`config.mk`:
```
export PLATFORM = sky130hd
export DESIGN_NAME = kaktovik_scan_driver
export DESIGN_NICKNAME = d
export VERILOG_FILES = /design/src/rtl/kaktovik_scan_driver.sv
export SDC_FILE = /design/constraint.sdc
export NUM_CORES = 1
export LEC_CHECK = 0
export ABC_AREA = 1
export CORE_AREA = 2 2 105 107
export DETAILED_ROUTE_END_ITERATION = 6
export DIE_AREA = 0 0 107 109
export SETUP_SLACK_MARGIN = 0.2
export SYNTH_ARGS = -nofsm -noshare
export SYNTH_HDL_FRONTEND = slang
export SYNTH_SLANG_ARGS = --single-unit
export TNS_END_PERCENT = 5
```
`constraint.sdc`:
```
create_clock -name clk -period 6.1 [get_ports clk]
set_input_delay 1.22 -clock clk [delete_from_list [all_inputs] [get_ports clk]]
set_output_delay 1.22 -clock clk [all_outputs]
set_load 0.1 [all_outputs]
```
`src/rtl/kaktovik_scan_driver.sv`:
```
// Binary-to-base-20 converter and multiplexed digit scanner feeding kaktovik_decoder instances.
// Optional leading-zero blanking: define KAKTOVIK_LZB_EN.
module kaktovik_scan_driver #(
   parameter int WIDTH    = 16,
   parameter int NDIGITS  = 4,
   parameter int SCAN_DIV = 1024
) (
   input  logic               clk,
   input  logic               rst,
   input  logic [WIDTH-1:0]   in_data,
   input  logic               in_valid,
   output logic               in_ready,
   output logic               busy,
   output logic               ovf,
   output logic [4:0]         dig_value,
   output logic [NDIGITS-1:0] dig_sel,
   output logic               dig_rbi
);

   localparam int KW = (NDIGITS > 1) ? $clog2(NDIGITS) : 1;
   localparam int BW = $clog2(WIDTH);
   localparam int PW = (SCAN_DIV > 1) ? $clog2(SCAN_DIV) : 1;

   localparam logic [0:0] ST_IDLE = 1'b0;
   localparam logic [0:0] ST_CONV = 1'b1;

   localparam logic [KW-1:0]      K_LAST = KW'(NDIGITS - 1);
   localparam logic [BW-1:0]      B_LAST = BW'(WIDTH - 1);
   localparam logic [PW-1:0]      P_LAST = PW'(SCAN_DIV - 1);
   localparam logic [NDIGITS-1:0] SEL_MS = NDIGITS'(1) << (NDIGITS - 1);

   // Handshake: a word transfers on a rising edge where in_valid and in_ready are both 1;
   // in_ready is high exactly when the FSM is idle, so nothing is ever queued.
   logic [0:0]       state;
   logic [WIDTH-1:0] dividend;
   logic [4:0]       rem;
   logic [BW-1:0]    bitcnt;
   logic [KW-1:0]    k;
   logic [4:0]       shadow [NDIGITS];
   logic [4:0]       disp   [NDIGITS];
   logic             ovf_q;

   logic [5:0]       r;
   logic             q_bit;
   logic [4:0]       rem_n;
   logic [WIDTH-1:0] div_n;
   logic             digit_done;
   logic             conv_done;
   logic             ovf_n;
   logic [4:0]       disp_n [NDIGITS];

   assign in_ready = (state == ST_IDLE);
   assign busy     = (state == ST_CONV);
   assign ovf      = ovf_q;

   // One restoring-division step per cycle; dividend doubles as the quotient shift register.
   always_comb begin
      r          = {rem, dividend[WIDTH-1]};
      q_bit      = (r >= 6'd20);
      rem_n      = q_bit ? 5'(r - 6'd20) : r[4:0];
      div_n      = {dividend[WIDTH-2:0], q_bit};
      digit_done = (bitcnt == B_LAST);
      conv_done  = digit_done && (k == K_LAST);
      ovf_n      = (div_n != '0);
      for (int i = 0; i < NDIGITS; i++) begin
         if (ovf_n)
            disp_n[i] = 5'd30;
         else if (KW'(i) == k)
            disp_n[i] = rem_n;
         else
            disp_n[i] = shadow[i];
      end
   end

   always_ff @(posedge clk or posedge rst) begin
      if (rst) begin
         state    <= ST_IDLE;
         dividend <= '0;
         rem      <= '0;
         bitcnt   <= '0;
         k        <= '0;
         ovf_q    <= 1'b0;
         for (int i = 0; i < NDIGITS; i++) begin
            shadow[i] <= '0;
            disp[i]   <= '0;
         end
      end else begin
         case (state)
            ST_IDLE: begin
               if (in_valid) begin
                  dividend <= in_data;
                  rem      <= '0;
                  bitcnt   <= '0;
                  k        <= '0;
                  state    <= ST_CONV;
               end
            end
            default: begin
               dividend <= div_n;
               if (digit_done) begin
                  shadow[k] <= rem_n;
                  rem       <= '0;
                  bitcnt    <= '0;
                  k         <= k + KW'(1);
                  if (conv_done) begin
                     // Display registers change only here, so the old value stays up all conversion.
                     ovf_q <= ovf_n;
                     for (int i = 0; i < NDIGITS; i++)
                        disp[i] <= disp_n[i];
                     k     <= '0;
                     state <= ST_IDLE;
                  end
               end else begin
                  rem    <= rem_n;
                  bitcnt <= bitcnt + BW'(1);
               end
            end
         endcase
      end
   end

   logic [PW-1:0]      pre;
   logic [KW-1:0]      sel_idx;
   logic               wrap;
   logic [KW-1:0]      idx_n;
   logic [NDIGITS-1:0] sel_n;
   logic               rbi_n;

   always_comb begin
      wrap = (pre == P_LAST);
      if (!wrap)
         idx_n = sel_idx;
      else if (sel_idx == '0)
         idx_n = K_LAST;
      else
         idx_n = sel_idx - KW'(1);
      sel_n        = '0;
      sel_n[idx_n] = 1'b1;
   end

`ifdef KAKTOVIK_LZB_EN
   // live[i]: digit i or something more significant is nonzero; digit 0 always shows.
   logic [NDIGITS-1:0] live;
   always_comb begin : lzb_scan
      logic acc;
      acc  = 1'b0;
      live = '0;
      for (int i = NDIGITS - 1; i >= 0; i--) begin
         acc     = acc | (disp[i] != 5'd0);
         live[i] = acc | (i == 0);
      end
   end
   assign rbi_n = live[idx_n];
`else
   assign rbi_n = 1'b1;
`endif

   always_ff @(posedge clk or posedge rst) begin
      if (rst) begin
         pre       <= '0;
         sel_idx   <= K_LAST;
         dig_sel   <= SEL_MS;
         dig_value <= '0;
         dig_rbi   <= 1'b1;
      end else begin
         pre       <= wrap ? '0 : pre + PW'(1);
         sel_idx   <= idx_n;
         dig_sel   <= sel_n;
         dig_value <= disp[idx_n];
         dig_rbi   <= rbi_n;
      end
   end

endmodule
```
Word level (Yosys, flattened, before mapping)
Cells that the tools add are included.

storage, ports and cells
  word-level logic and storage cells = 85
  output and inout bits = 13
  input port bits = 19
  bits in registers = 90

operators by class
  eq/ne operators = 7
  order comparisons = 6
  add/subtract/negate cells = 5
  reduce and logical (&&, ||, !) cells = 10
  bitwise gates (word level) = 3
  mux-type cells = 36

operator list
  operator               number
  $mux 5                 15
  $mux 16                2
  $bwmux 20              1
  $reduce_bool 16->1     1
  $mux 2                 6
  $mux 4                 3
  $add 10x1->10 const B  1
  $bmux 5 s2             1
  $demux 5 s2            1
  $eq 10x10->1 const B   1
  $mux 10                1
  $ge 3x3->1 const B     2
  $ge 6x5->1 const B     1
  $not 2->3              2
  $mux 1                 5
  $sub 5x5->5 const B    1
  $add 4x1->4 const B    1
  $eq 2x2->1 const A     2
  $eq 4x4->1 const B     1
  $logic_not 2->1        2
  $reduce_and 2->1       2
  $logic_and 1x1->1      3
  $lt 2x3->1 const B     1
  $lt 3x1->1 const B     1
  10 further kinds       10

Longest topological paths before layout
Gate-level depths: netlist of run 1.

  depth in word-level cells = 7
  gate-level depth with buffers = 10
  depth with buffers taken out = 10

Least setup slack after synthesis of run 1
OpenSTA, ideal clock, no wires.

  path kind = reg2out
  from = register state (netlist: busy)
  to = output in_ready
  data required time = 4880 ps
  arrival time = 1344 ps
  path buffers = 1
  stages on the path, launching flop included = 3
  path slack = 3536 ps
  cells stage by stage = dfrtp_1 > buf_4 > inv_4

between the ends
  cells in the longest elaborated chain, start to end = 1

RTL lines
  element                 line  text
  start, declared         34    logic [0:0] state;
  start signal, assigned  77    state <= ST_IDLE;
  start signal, assigned  95    state <= ST_CONV;
  start signal, assigned  111   state <= ST_IDLE;
  $not 1->1               --
  end, declared           12    output logic in_ready,

No other way between the ends.

Final worst setup path of run 1
  from = register state (netlist: busy)
  to = output busy

RTL lines
  element        line  text
  end, declared  13    output logic busy,

No word-level cell between the ends.

==> results of run 1 <==
placed cells by master (no fill, tap or decap), types with 9 or more instances in the layout:
| master | synthesis | routed |
|---|---|---|
| a21oi_1 | 11 | 11 |
| clkbuf_8 | 0 | 10 |
| clkdlybuf4s50_1 | 0 | 30 |
| dfrtp_1 | 84 | 84 |
| ha_1 | 9 | 9 |
| inv_1 | 39 | 38 |
| nand2_1 | 157 | 157 |
| nand3_1 | 42 | 42 |
| nand4_1 | 10 | 10 |
| nor2_1 | 35 | 35 |
| o21ai_0 | 28 | 28 |
| o21ai_1 | 10 | 10 |
report_power, final:
group / switching, mW / internal, mW / leakage, nW
clock: 0.208 / 0.242 / 0.110
combinational: 0.512 / 0.241 / 1.07
sequential: 0.128 / 0.778 / 1.08
flip-flops by register name, summed over array words and instances, names as in the netlist:
name	count
ovf	1
shadow	17
rem	5
k	2
pre	10
busy	1
dig_sel	4
bitcnt	4
dividend	16
dig_value	5
disp	20
sel_idx	2
stage by stage:
step	power [mW]	hold slack (ns)	area, um^2
2_1_floorplan	1.46	0.448	4130
3_3_place_gp	1.65	0.464	4540
3_5_place_dp	1.67	0.471	4540
4_1_cts	2.12	0.493	4760
5_1_grt	2.27	0.517	4760
6_report	2.11	0.493	4760
cells in the mapped netlist (all sizes together), types with 6 or more instances:
| master | n |
|---|---|
| o211ai | 6 |
| o21ai | 39 |
| nand4 | 10 |
| ha | 9 |
| nor2 | 42 |
| dfrtp | 84 |
| nand2 | 163 |
| nand3 | 45 |
| a21oi | 11 |
| inv | 43 |
| buf | 7 |
| xor2 | 6 |
worst min-delay path by stage:
stage | from | endpoint | cells past startpoint
after floorplan | shadow[10] | shadow[10] | 2
after global placement | shadow[10] | shadow[10] | 2
after detailed placement | shadow[10] | shadow[10] | 2
after CTS | shadow[10] | shadow[10] | 2
after global routing | shadow[16] | shadow[16] | 2
final | ovf | ovf | 2
per-layer routing:
| metal | vias up | part of all wire (%) |
|---|---|---|
| met4 | 0 | 2.3 |
| met5 | - | 0 |
| met1 | 1445 | 52 |
| met3 | 14 | 2.4 |
| met2 | 39 | 44 |
| li1 | 1640 | - |
layout make-up:
type | count | area, um^2 | share of cell area, %
Sequential cell | 87 | 2180 | 45.8
Multi-Input combinational cell | 344 | 1690 | 35.6
Timing Repair Buffer | 31 | 308 | 6.46
Inverter | 45 | 183 | 3.84
Tap cell | 140 | 175 | 3.68
Clock buffer | 11 | 141 | 2.97
Clock inverter | 5 | 81.3 | 1.71
logic make-up after synthesis:
| kind of cell | after synthesis | share of synthesized area [%] |
|---|---|---|
| adders and majority gates | 9 | 2.72 |
| buffers and inverters | 56 | 6.24 |
| AOI/OAI and AO/OA | 62 | 8.45 |
| other | 1 | 0.0907 |
| DFF | 87 | 52.8 |
| xor gates and xnor gates | 6 | 1.27 |
| and+or+nand+nor | 266 | 28.5 |
==> results.txt, run 1 <==
* Status: finished, final reports clean
- Once layout is complete, the cells apart from fillers number 663.
* Netlist area before placement: 0.00413 mm^2
- Power density over cell area: 443 mW/mm^2
- Crit path time final: 3.64 ns
- Number of hold violations in the final report: 0
- Area overhead of the layout relative to synthesis: 15.3%
* Remaining max-slew budget at the tightest pin: 35.6%
- Antenna violations before repair: 0
* All-layer global routing usage: 16.0%
- The share of synthesized area in the top cell type comes to 50.9%.
* Placed Cells: 647
- After the last flow step, the layout net total stands at 546.
* CTS Sinks: 87
- The max-slew violation count was 0.
* Largest net degree at the start of global routing: 78
- Dividing the detail-routed via count by the number of cells gives 4.73.
- Row generation in the floorplan step produced 38 rows.
- After legalization and detailed placement, the total HPWL measured 6.14 mm.
- Averaged over all synthesized cells, the footprint is 8.49 um^2.
- Counting flops with an async set or reset pin after synthesis yields a share of 100%.
- For this run, the number of Yosys warnings is 0.
- Critical path arrival: 2.42 ns
- At the placement stage, the worst setup path has a slack of 2.87 ns.
- CP Data Required Time: 4.88 ns
- Following the worst setup path forward leads to its endpoint at busy.
- Highest-delay cell along the critical path: clkdlybuf4s50_1
* DIE WIDTH: 107 um
- Adding up every negative setup slack in the final design gives 0 ns.
- Deepest level of the CTS H-tree: 3
* TritonCTS clock tree: done
- In this run the vertical extent of the chip is 109 um.
- The worst register-to-register path begins at busy.
- Most utilized layer in the global route result: met2
- Count of routing violations after the opening detailed-route iteration: 156
* Destination of the worst register-to-register timing path: disp[3]
- Measured slew at the worst slew-check pin: 0.964 ns
* Setup repair after global routing missed its margin: false
- Cells along the critical path: clkdlybuf4s50_1
* Max Clock Freq: 275 MHz
- The largest single stage delay on the critical path is 1.26 ns.
- Global routing consumed, on the met2 layer, 23.4% of the routing resources.
- GR met1 Demand/Resource: 22.9%
* Buffers and inverters on the worst path: 1
* Worst min-delay path class: reg2reg
* Flop and latch count out of synthesis: 87
- Worst r2r path cells: 6
- Max-cap check violation count: 0
- After technology mapping, the gate count stands at 487.
- In this run the standard cell core region covers 0.0106 mm^2.
- Detailed Routing Iterations Pass 1: 4
- # setup viols final: 0
- Post-CTS setup buffer count: 0
- Clock buffer count from CTS: 9
* Aggregate routed wire length: 8.53 mm
* Number of flops mapped to enable cells by yosys: 0
* Dominant cell type by area after synthesis: dfrtp_1
- The number of nets handed over by synthesis was 515.
- Wire length of the first global-routing pass: 14.5 mm
* Clock root cell: clkbuf_8
* Final critical-path share of the clock period: 59.7%
* Maximum VDD drop: 0.000263 V
* CP endpoint kind: output port
- Count of fill cells added during filler insertion: 1043
* Via count: 3138
* DR WL/cell: 12.9 um
- Critical path class: reg2out
* Initial Util: 39.0%
- After detailed routing, the number of remaining DRC violations is 0.
- Max Clock Skew: 0.0172 ns
- The die covers 0.0117 mm^2.
- Final standard cell utilization of the core: 44.9%
* Crit start category: register
- Among all flip-flop cells after synthesis, the most frequent one is dfrtp_1.
- The total overflow left after global routing is 0.
- Count of hold-fix buffers inserted at cts: 0
- Port-buffer cells: 30
- Fraction of layout instances using a drive strength above 1: 8.41%
- In this run the number of cells on the critical path is 1.
* Yosys cell types: 38
* Number of antenna-violating nets in the routed design: 0
- Placer Congestion: 0.832
- Met3 global-route usage: 2.69%
- 32 I/O pins were placed.
- Antenna diodes: 0
* Smallest setup slack after layout: 2.46 ns
- Setup slack on the worst flop-to-flop path: 3.78 ns
- The number of global-route vias before repair was 2964.
* Source of the critical timing path: busy
- The analysis attributes to cell leakage a power of 2.25 nW.
- Highest net fanout along the worst path: 19
* Clock transition at the registers of the reported paths: 0.09 ns
* Dominant delay contributor by cell family on the critical path: buffers and inverters
* Post-cts resize count: 0
* Sequential-to-total area share from yosys stat: 52.8%
- Maximum buffer depth of the clock tree: 2
- Top cells by area, synth: dfrtp_1 51%, nand2_1 14%, nand3_1 5.1%, inv_1 3.5%, o21ai_0 3.4%
- Insertion delay of the later-clocked pin in the worst-skew pair: 0.37 ns
Power figures use the tool's default switching activity.
==> run 2: changes to the inputs <==
Clock period 6.1 ns to 3.55 ns, I/O delays scaled along.
==> run 2 against run 1 <==
- core utilization increased by 0.20 points
- largest power group unchanged
- critical path type unchanged
- sequential power increased by 70%
- sequential share of layout area decreased by 0.20 points
- power rose by 72%
- cell count is 0.30% higher
- sequential cell count did not move
- largest cell class unchanged
==> results.txt, run 2 (same netlist as run 1, synthesis figures left out) <==
- Crit path time final: 2.56 ns
- Setup violations remaining at the end of the flow were counted as 0.
- Post-CTS setup buffer count: 0
- Clock root cell: clkbuf_8
* Final critical-path share of the clock period: 72.1%
- For this run, the detailed router's first-pass iteration total came to 4.
- STA classifies the critical path endpoint as an output port.
* Post-cts resize count: 0
- The register with the most flip-flops in the layout has 20 of them.
- For this design, the CTS-stage hold fixing added 0 buffers.
* Remaining max-slew budget at the tightest pin: 35.5%
* Area overhead of the layout relative to synthesis: 15.8%
- Max Clock Skew: 0.0124 ns
- The max-slew violation count is 0.
* CP Data Required Time: 2.84 ns
- In the final layout, flip-flops and latches occupy 0.00218 mm^2.
- After detailed routing, the average wire length per cell comes to 12.9 um.
- Antenna violations before repair: 0
- DIE WIDTH: 107 um
- Number of DRC violations after detailed routing: 0
- Status: finished, final reports clean
- Counting flops per register, the top entry is disp.
- The tightest min-delay check is of the reg2reg type.
- Static timing analysis puts the maximum clock frequency at 391 MHz.
* Dominant delay contributor by cell family on the critical path: buffers and inverters
- Fin Hold WS: 0.492 ns
- Antenna diodes: 0
- Count of routing violations after the opening detailed-route iteration: 223
- After detailed routing, the number of vias per cell comes to 4.80.
* Non-filler instance count after layout: 665
- Insertion delay of the later-clocked pin in the worst-skew pair: 0.37 ns
- In this run the number of cells on the critical path is 1.
* Placed Cells: 649
- Core area: 0.0106 mm^2
* CTS Sinks: 87
- Measured on the finished design, the core utilization comes to 45.1%.
- Hold Crit Depth: 2
* Commonest cells after routing, fill and taps aside: 157 x nand2_1, 84 x dfrtp_1, 42 x nand3_1
* CP max stage delay: 1.13 ns
- DP HPWL: 6.23 mm
- Highest net fanout along the worst path: 2
- The number of cells on the worst reg-to-reg path is 7.
- Setup repair after global routing missed its margin: false
* Via count of the first global-routing pass: 3034
- Via count: 3194
- Wire length of the first global-routing pass: 15.0 mm
- After the last flow step, the layout net total stands at 548.
- Global route total overflow: 0
* Y dimension of the die: 109 um
- Aggregate routed wire length: 8.61 mm
* Port-buffer cells: 30
- Critical path arrival: 1.85 ns
- The largest individual stage delay along the critical path comes from the cell clkdlybuf4s50_1.
- The initial utilization of the core area, before any placement, comes to 39.0%.
* Largest registers in the final layout: disp: 20 flops, shadow: 17 flops, dividend: 16 flops
- Leaving out fill and tap cells, the most frequent cell in the layout is nand2_1.
* Clock buffer count from CTS: 9
- The critical path is of the reg2out type.
* Count of pins on the block boundary: 32
- The filler cells instantiated in the layout total 1038.
- Max-cap check violation count: 0
- Crit start category: register
- Summed over all cells, the static leakage comes to 2.28 nW.
- Number of antenna-violating nets in the routed design: 0
- After routing, the total negative slack on setup checks comes to 0 ns.
- The number of endpoints with negative hold slack in the final report is 0.
* Standard-cell row count: 38
* Multi-input gate area in the final layout: 0.00169 mm^2
* Pwr Total: 3.62 mW
* Fraction of layout instances using a drive strength above 1: 9.14%
* DIE AREA: 0.0117 mm^2
- Clock-pin slew was measured on the worst setup and hold paths at 0.08 ns.
- Largest net degree at the start of global routing: 58
- The H-tree was split into 3 levels.
- Maximum buffer depth of the clock tree: 2
- Placer Congestion: 0.795
- The worst-case IR drop observed on VDD is 0.000380 V.
- All-layer global routing usage: 16.7%
- TritonCTS built the clock tree.
- Power density over cell area: 757 mW/mm^2
* Measured slew at the worst slew-check pin: 0.964 ns
- Walking the worst path, the cells encountered are clkdlybuf4s50_1.
- Buffers and inverters on the worst path: 1
run 2: path summary, 6_finish.rpt:
kind,start,to,slack (ns)
max reg2reg,bitcnt[0],disp[2],1.54
max,ovf,ovf,0.99
min reg2reg,disp[15],disp[15],0.49
max in group asynchronous,rst,sel_idx[1],2.13
min in group asynchronous,rst,pre[0],0.70
min,disp[15],disp[15],0.49
run 2: layout make-up:
type	count	area share, %
Clock buffer	13	3.32
Sequential cell	87	45.6
Multi-Input combinational cell	344	35.4
Inverter	45	3.82
Clock inverter	3	1.36
Tap cell	140	3.66
Timing Repair Buffer	33	6.85
run 2: layer usage:
metal  vias up  wire length, um  track usage [%]
met2        57             3860             24.2
met3        10              283             3.41
met4         0              175             7.51
met1      1489             4290             24.0
met5         -                0                0
li1       1638                -                -
run 2: power by group:
part           total [mW]  switching, mW  leakage (nW)  internal [mW]
Clock               0.780          0.346         0.114          0.435
Combinational        1.30          0.885          1.08          0.417
Sequential           1.54          0.205          1.08           1.34
run 2: per-stage QoR:
step / setup slack, ns / cell area (um^2)
finish: 0.989 / 4780
global route: 0.902 / 4780
CTS: 0.978 / 4780
detailed placement: 1.38 / 4560
global placement: 1.39 / 4560
floorplan: 0.595 / 4130
